### config.mk
export PLATFORM = sky130hd
export DESIGN_NAME = uart_rx_param_flat
export DESIGN_NICKNAME = d
export VERILOG_FILES = /design/src/rtl/uart_rx_param_if.sv /design/src/rtl/uart_rx_param.sv /design/src/flat_wrapper.sv
export SDC_FILE = /design/constraint.sdc
export NUM_CORES = 1
export LEC_CHECK = 0
export ABC_AREA = 1
export BUFFER_PORTS_ARGS = -buffer_cell sky130_fd_sc_hd__buf_4
export CAP_MARGIN = 20
export CORE_MARGIN = 8
export CORE_UTILIZATION = 40
export CTS_CLUSTER_SIZE = 25
export DETAILED_ROUTE_END_ITERATION = 16
export PLACE_DENSITY = 0.58
export SETUP_SLACK_MARGIN = 0.5
export SYNTH_ARGS = -nofsm -noshare
export SYNTH_HDL_FRONTEND = slang
export SYNTH_SLANG_ARGS = --single-unit
### constraint.sdc
create_clock -name clk -period 1.9 [get_ports clk]
set_input_delay 0.19 -clock clk [delete_from_list [all_inputs] [get_ports clk]]
set_output_delay 0.19 -clock clk [all_outputs]
set_load 0.05 [all_outputs]
### src/rtl/uart_rx_param_if.sv
`default_nettype none
`timescale 1ns/1ps
// ============================================================================
//  Module   : uart_rx_param_if
//  Purpose  : Word-delivery bundle of the UART receiver. The receiver
//             presents a word with its error flags and a valid strobe. The
//             consumer answers with ready. busy reports frame activity.
//  Ports    : data[DATA_BITS], valid, parity_err, frame_err, overrun, busy
//             are driven by the receiver (master). ready is driven by the
//             consumer (slave).
//  Revision : 1.0  initial release
// ============================================================================
interface uart_rx_param_if #(
  parameter int DATA_BITS = 8
);
  logic [DATA_BITS-1:0] data;
  logic                 valid;
  logic                 ready;
  logic                 parity_err;
  logic                 frame_err;
  logic                 overrun;
  logic                 busy;

  modport master (
    output data, valid, parity_err, frame_err, overrun, busy,
    input  ready
  );

  modport slave (
    input  data, valid, parity_err, frame_err, overrun, busy,
    output ready
  );
endinterface
`default_nettype wire

### src/rtl/uart_rx_param.sv
`default_nettype none
`timescale 1ns/1ps
// ============================================================================
//  Module   : uart_rx_param
//  Purpose  : Parameterised UART receiver. The receiver synchronises rx and
//             times every sample from the start edge. It assembles the data
//             bits and checks the optional parity and the stop bits. It
//             then delivers the word through a valid/ready holding register.
//  Ports    : clk  - rising-edge clock
//             rst  - synchronous active-high reset
//             rx   - serial line (idle high, asynchronous to clk)
//             bus  - master side of uart_rx_param_if
//                    (data, valid, ready, parity_err, frame_err, overrun, busy)
//  Revision : 1.0  initial release
// ============================================================================
module uart_rx_param #(
  parameter int CLKS_PER_BIT = 20,
  parameter int DATA_BITS    = 8,
  parameter int PARITY       = 0,
  parameter int STOP_BITS    = 1,
  parameter int MSB_FIRST    = 0
) (
  input  wire logic        clk,
  input  wire logic        rst,
  input  wire logic        rx,
  uart_rx_param_if.master  bus
);

  localparam int c_cnt_w = $clog2(CLKS_PER_BIT);

  localparam logic [c_cnt_w-1:0] c_half_m1   = c_cnt_w'(CLKS_PER_BIT / 2 - 1);
  localparam logic [c_cnt_w-1:0] c_full_m1   = c_cnt_w'(CLKS_PER_BIT - 1);
  localparam logic [c_cnt_w-1:0] c_cnt_one   = c_cnt_w'(1);
  localparam logic [3:0]         c_last_data = 4'(DATA_BITS - 1);
  localparam logic [3:0]         c_last_stop = 4'(STOP_BITS - 1);

  localparam logic [2:0] c_st_idle   = 3'd0;
  localparam logic [2:0] c_st_start  = 3'd1;
  localparam logic [2:0] c_st_data   = 3'd2;
  localparam logic [2:0] c_st_parity = 3'd3;
  localparam logic [2:0] c_st_stop   = 3'd4;

  logic                 r_rx_meta;
  logic                 r_rx_s;
  logic [2:0]           r_state;
  logic [c_cnt_w-1:0]   r_cnt;
  logic [3:0]           r_idx;
  logic [DATA_BITS-1:0] r_shift;
  logic                 r_pe_acc;
  logic                 r_fe_acc;

  logic [DATA_BITS-1:0] r_data;
  logic                 r_valid;
  logic                 r_parity_err;
  logic                 r_frame_err;
  logic                 r_overrun;

  logic                 w_tick_half;
  logic                 w_tick_full;
  logic                 w_done;
  logic                 w_par_calc;
  logic                 w_par_err;
  logic [DATA_BITS-1:0] w_shift_next;

  // Sample points sit mid-bit. START waits half a bit and every later state
  // waits one whole bit after the previous sample.
  assign w_tick_half = (r_cnt == c_half_m1);
  assign w_tick_full = (r_cnt == c_full_m1);

  // The frame completes on the sample of its last stop bit.
  assign w_done = (r_state == c_st_stop) && w_tick_full && (r_idx == c_last_stop);

  // The held shift register is the complete word by the time the parity bit
  // is sampled.
  assign w_par_calc = (^r_shift) ^ r_rx_s;
  assign w_par_err  = (PARITY == 2) ? ~w_par_calc : w_par_calc;

  generate
    if (MSB_FIRST != 0) begin : g_msb_first
      assign w_shift_next = {r_shift[DATA_BITS-2:0], r_rx_s};
    end else begin : g_lsb_first
      assign w_shift_next = {r_rx_s, r_shift[DATA_BITS-1:1]};
    end
  endgenerate

  always_ff @(posedge clk) begin
    if (rst) begin
      r_rx_meta    <= 1'b1;
      r_rx_s       <= 1'b1;
      r_state      <= c_st_idle;
      r_cnt        <= '0;
      r_idx        <= '0;
      r_shift      <= '0;
      r_pe_acc     <= 1'b0;
      r_fe_acc     <= 1'b0;
      r_data       <= '0;
      r_valid      <= 1'b0;
      r_parity_err <= 1'b0;
      r_frame_err  <= 1'b0;
      r_overrun    <= 1'b0;
    end else begin
      r_rx_meta <= rx;
      r_rx_s    <= r_rx_meta;

      case (r_state)
        c_st_idle: begin
          r_cnt <= '0;
          r_idx <= '0;
          if (!r_rx_s) begin
            r_state  <= c_st_start;
            r_pe_acc <= 1'b0;
            r_fe_acc <= 1'b0;
          end
        end

        c_st_start: begin
          if (w_tick_half) begin
            r_cnt   <= '0;
            // A line already back high at mid-start was a glitch.
            r_state <= r_rx_s ? c_st_idle : c_st_data;
          end else begin
            r_cnt <= r_cnt + c_cnt_one;
          end
        end

        c_st_data: begin
          if (w_tick_full) begin
            r_cnt   <= '0;
            r_shift <= w_shift_next;
            if (r_idx == c_last_data) begin
              r_idx   <= '0;
              r_state <= (PARITY != 0) ? c_st_parity : c_st_stop;
            end else begin
              r_idx <= r_idx + 4'd1;
            end
          end else begin
            r_cnt <= r_cnt + c_cnt_one;
          end
        end

        c_st_parity: begin
          if (w_tick_full) begin
            r_cnt    <= '0;
            r_pe_acc <= w_par_err;
            r_state  <= c_st_stop;
          end else begin
            r_cnt <= r_cnt + c_cnt_one;
          end
        end

        c_st_stop: begin
          if (w_tick_full) begin
            r_cnt <= '0;
            if (!r_rx_s) begin
              r_fe_acc <= 1'b1;
            end
            if (r_idx == c_last_stop) begin
              // Returning now lets a start edge in the next cycle be seen.
              r_idx   <= '0;
              r_state <= c_st_idle;
            end else begin
              r_idx <= r_idx + 4'd1;
            end
          end else begin
            r_cnt <= r_cnt + c_cnt_one;
          end
        end

        default: begin
          r_state <= c_st_idle;
          r_cnt   <= '0;
          r_idx   <= '0;
        end
      endcase

      // A new word always wins over the held one. An unaccepted held word
      // is lost, and overrun flags that loss.
      if (w_done) begin
        r_data       <= r_shift;
        r_parity_err <= r_pe_acc;
        r_frame_err  <= r_fe_acc | ~r_rx_s;
        r_overrun    <= r_valid & ~bus.ready;
        r_valid      <= 1'b1;
      end else begin
        r_overrun <= 1'b0;
        if (r_valid && bus.ready) begin
          r_valid <= 1'b0;
        end
      end
    end
  end

  assign bus.data       = r_data;
  assign bus.valid      = r_valid;
  assign bus.parity_err = r_parity_err;
  assign bus.frame_err  = r_frame_err;
  assign bus.overrun    = r_overrun;
  assign bus.busy       = (r_state != c_st_idle);

endmodule
`default_nettype wire

### src/flat_wrapper.sv
// flat-port wrapper written by rule: the top's interface ports become plain ports
module uart_rx_param_flat 
#(
  parameter int CLKS_PER_BIT = 20,
  parameter int DATA_BITS    = 8,
  parameter int PARITY       = 0,
  parameter int STOP_BITS    = 1,
  parameter int MSB_FIRST    = 0
)
  (clk, rst, rx, bus_data, bus_valid, bus_parity_err, bus_frame_err, bus_overrun, bus_busy, bus_ready);
  uart_rx_param_if #(.DATA_BITS(DATA_BITS)) bus_i ();
  input  wire logic clk;
  input  wire logic rst;
  input  wire logic rx;
  output wire logic [$bits(bus_i.data)-1:0] bus_data;
  output wire logic [$bits(bus_i.valid)-1:0] bus_valid;
  output wire logic [$bits(bus_i.parity_err)-1:0] bus_parity_err;
  output wire logic [$bits(bus_i.frame_err)-1:0] bus_frame_err;
  output wire logic [$bits(bus_i.overrun)-1:0] bus_overrun;
  output wire logic [$bits(bus_i.busy)-1:0] bus_busy;
  input wire logic [$bits(bus_i.ready)-1:0] bus_ready;
  assign bus_data = bus_i.data;
  assign bus_valid = bus_i.valid;
  assign bus_parity_err = bus_i.parity_err;
  assign bus_frame_err = bus_i.frame_err;
  assign bus_overrun = bus_i.overrun;
  assign bus_busy = bus_i.busy;
  assign bus_i.ready = bus_ready;
  uart_rx_param #(.CLKS_PER_BIT(CLKS_PER_BIT), .DATA_BITS(DATA_BITS), .PARITY(PARITY), .STOP_BITS(STOP_BITS), .MSB_FIRST(MSB_FIRST)) u_core (.clk(clk), .rst(rst), .rx(rx), .bus(bus_i));
endmodule
==> impl_results.md <==
* Die Ht at ~80 um
* FF-to-FF path depth at 7
* Core ar. at 0.00406 sq mm
* Reg2reg end: u_core.bus.data[4]
* Commonest cells after routing, fill and taps aside: nand2_1, dfxtp_1, buf_4, inv_1, nor2_1
* Hold crit path type: input pin to register
* Layout fillers at 395
* CP Capture Type: register
* Post-DP HPWL at between 2000 and 3000 um
* Fin crit period at approximately 1.4 ns
* Outcome: completed
* Gr usage total at 11.3%
* Ant. Diodes at 0
* Global-route wire length before repair at 6000 um
* Yosys reg bits at 36
* WP buf/inv at 2
* Met2 usage at 17.9%
* Clk pin slew, worst setup/hold paths at 0.08 ns
* Final Setup Violations at 0
* Post-route clock skew at 0.00832 ns
* Ports at 17
* Port-buffer cells at 16
* Syn. warnings at 0
* Non-Filler Instances at 312
* RSZ-0062 raised after global routing: true
* Chip Width at 81.4 um
* Die ar. at 0.00663 sq mm
* CP Launch Type: register
* Hold Violations, Final at 0
* Worst Tran Pin Value at 0.265 ns
* Starting density of the core at 42.2%
* Largest fanout on the critical path at 4
* Normalized max-slew margin at ~80%
* Hold_sp: rx
* Detailed Route WL at 3850 um
* Cell count of the worst hold path at 2
* Routed WL per cell at 12.3 um
* GRT overflow at 0
* Row Count at 23
* Global Route met1 Usage at about 14%
* Residual DRC at 0
* WP depth at 7
* Antenna-violating nets left at 0
* Post-synth top area share at 42.1%
* Tcrit/Tclk final at 73.4%
* Vias in the first global route at 1301
* Skew-Pair Late Insertion Delay at roughly 0.28 ns
* Max Fclk at 717 MHz
* Most common cell after layout, fill and taps aside: nand2_1
* Final instance area at 0.00220 sq mm
* Post-Synthesis Mean Instance Area at 7.38 sq um
* DP Area at 0.00187 sq mm
* Post-route setup TNS at 0 ns
* Clock sink count at 36
* Slack of the worst reg-to-reg path at roughly 0.51 ns
* Slowest CP cell: dfxtp_2
* Cell family contributing the most delay on the critical path: simple AND/OR/NAND/NOR gates
* Nets at 269
* Drt via density at slightly below 5
* Pwr Density at 1030 mW/mm^2
* Drt initial violations at 94
* Critical Path AT at 1.61 ns
* Root Buffer: clkbuf_8
* Clock buffer depth at 2
* Synth area leader: dfxtp_1
* Layout area overhead at 28.3%
* Final Wtd Congestion at 0.801
* Data required, critical path at 2.12 ns
* Seq/Total Area, Yosys at about 42%
* Met3 global-route usage at 3.28%
* CTS Buf Count at 5
* CTS tree: built
* Drt first pass iters at 4
* Distinct cells, synth at 29
* Post-Synthesis Net Count at 240
* Post-Syn Instances at 232
* Global route hottest layer: met2
* Crit path cell chain: inv_2, ha_4, nand3_4, nor3_4, buf_2, o21ai_0, a21oi_1
* Post-synthesis cell area at 0.00171 sq mm
* Pins Over Slew Limit at 0
* Largest net degree at the start of global routing at 21
* Peak VDD IR at 599 uV
* Layout cell share with drive strength beyond 1 at between 20% and 30%
* Leak Pwr at 0.974 nW
* H-tree Lvls at 2
* Total power at between 2 and 2.5 mW
* Dpl cells at around 290
* Ranking of synthesized cells by area: dfxtp_1, nand2_1, o21ai_0, nor2_1, a21oi_1
* Hold WS at 0.0928 ns
* Crit Reg-Reg Startpoint: u_core.r_idx[0]
* Hold EP: u_core.r_rx_meta
* Max stage delay on crit path at between 0.3 and 0.4 ns
* Crit Path Category: register to register
* Max-cap viol count at 0
* Initial antenna violation count at 0
* Overall via count from detail_route at 1506
==> sequential cells by signal, indices dropped and copies added (netlist names) <==
signal,flops
u_core.bus.frame_err,1
u_core.r_rx_meta,1
u_core.r_fe_acc,1
u_core.r_pe_acc,1
u_core.bus.valid,1
u_core.r_idx,4
u_core.r_cnt,5
u_core.bus.data,8
u_core.bus.parity_err,1
u_core.r_rx_s,1
u_core.bus.overrun,1
u_core.r_state,3
u_core.r_shift,8
==> through the flow <==
| step | worst slack (ns) | util (%) |
|---|---|---|
| floorplan | 0.510 | - |
| global placement | 0.393 | 46.2 |
| detailed placement | 0.317 | 46.2 |
| CTS | 0.506 | 50.5 |
| global route | 0.442 | 54.1 |
| finish | 0.506 | 54.1 |
==> repair_timing <==
action	CTS	global route
gates resized for setup	18	23
hold buffers	0	0
pin swaps	3	7
endpoints found under the setup margin	25	21
cloned	1	2
setup buffers	0	7
==> power by group <==
| part | internal, mW | total, mW | switching, mW |
|---|---|---|---|
| sequential | 0.810 | 0.868 | 0.0583 |
| clock | 0.388 | 0.664 | 0.276 |
| combinational | 0.292 | 0.720 | 0.428 |
==> Yosys cell counts, drive strengths merged <==
cell	number
a21oi	22
a31oi	1
buf	4
clkbuf	2
dfxtp	36
ha	4
inv	27
nand2	48
nand3	14
nand3b	1
nor2	31
nor3	6
nor3b	1
nor4	2
o21ai	24
or2	3
xnor2	3
xor2	3
==> routing by layer <==
metal  vias up  wire length, um
li1        804                -
met1       673             1810
met2        25             1800
met3         4              203
met4         0               34
met5         -                0
==> layout make-up <==
type / instances / area [sq um] / area share [%]
inverter: 27 / 101 / 4.62
multi-input combinational: 164 / 962 / 43.8
tap: 50 / 62.6 / 2.85
clock inverter: 3 / 42.5 / 1.94
sequential: 36 / 742 / 33.8
clock buffer: 5 / 68.8 / 3.13
timing repair buffer: 27 / 216 / 9.86
==> worst reg2reg max path, delay by kind of cell (launching register included) <==
family                     cells  cell delay [ns]
buffers and inverters          2             0.29
adders and majority gates      1             0.14
DFF                            1             0.34
AOI/OAI and AO/OA              2             0.21
and+or+nand+nor                2             0.35
==> worst max-delay path by stage <==
stage	from	to	slack [ns]
2_1_floorplan	u_core.r_cnt[0]	u_core.bus.frame_err	0.51
4_1_cts	u_core.r_idx[1]	u_core.r_state[1]	0.51
3_5_place_dp	u_core.r_cnt[0]	u_core.r_idx[3]	0.32
5_1_grt	u_core.r_idx[0]	u_core.bus.data[4]	0.44
6_report	u_core.r_idx[0]	u_core.bus.data[4]	0.51
3_3_place_gp	u_core.r_cnt[0]	u_core.r_idx[3]	0.39
==> cells by family (layout without fill, tap and decap cells) <==
group,Yosys count,after routing,share of synthesized area (%)
flip-flops,36,36,42.1
XOR/XNOR,6,6,3.07
AO/OA/AOI/OAI,47,47,14.5
AND/OR/NAND/NOR,106,107,29.3
buffers and inverters,33,62,8.11
adder cells (fa/ha/maj),4,4,2.92
No activity file was read; power rests on OpenSTA's default activity.
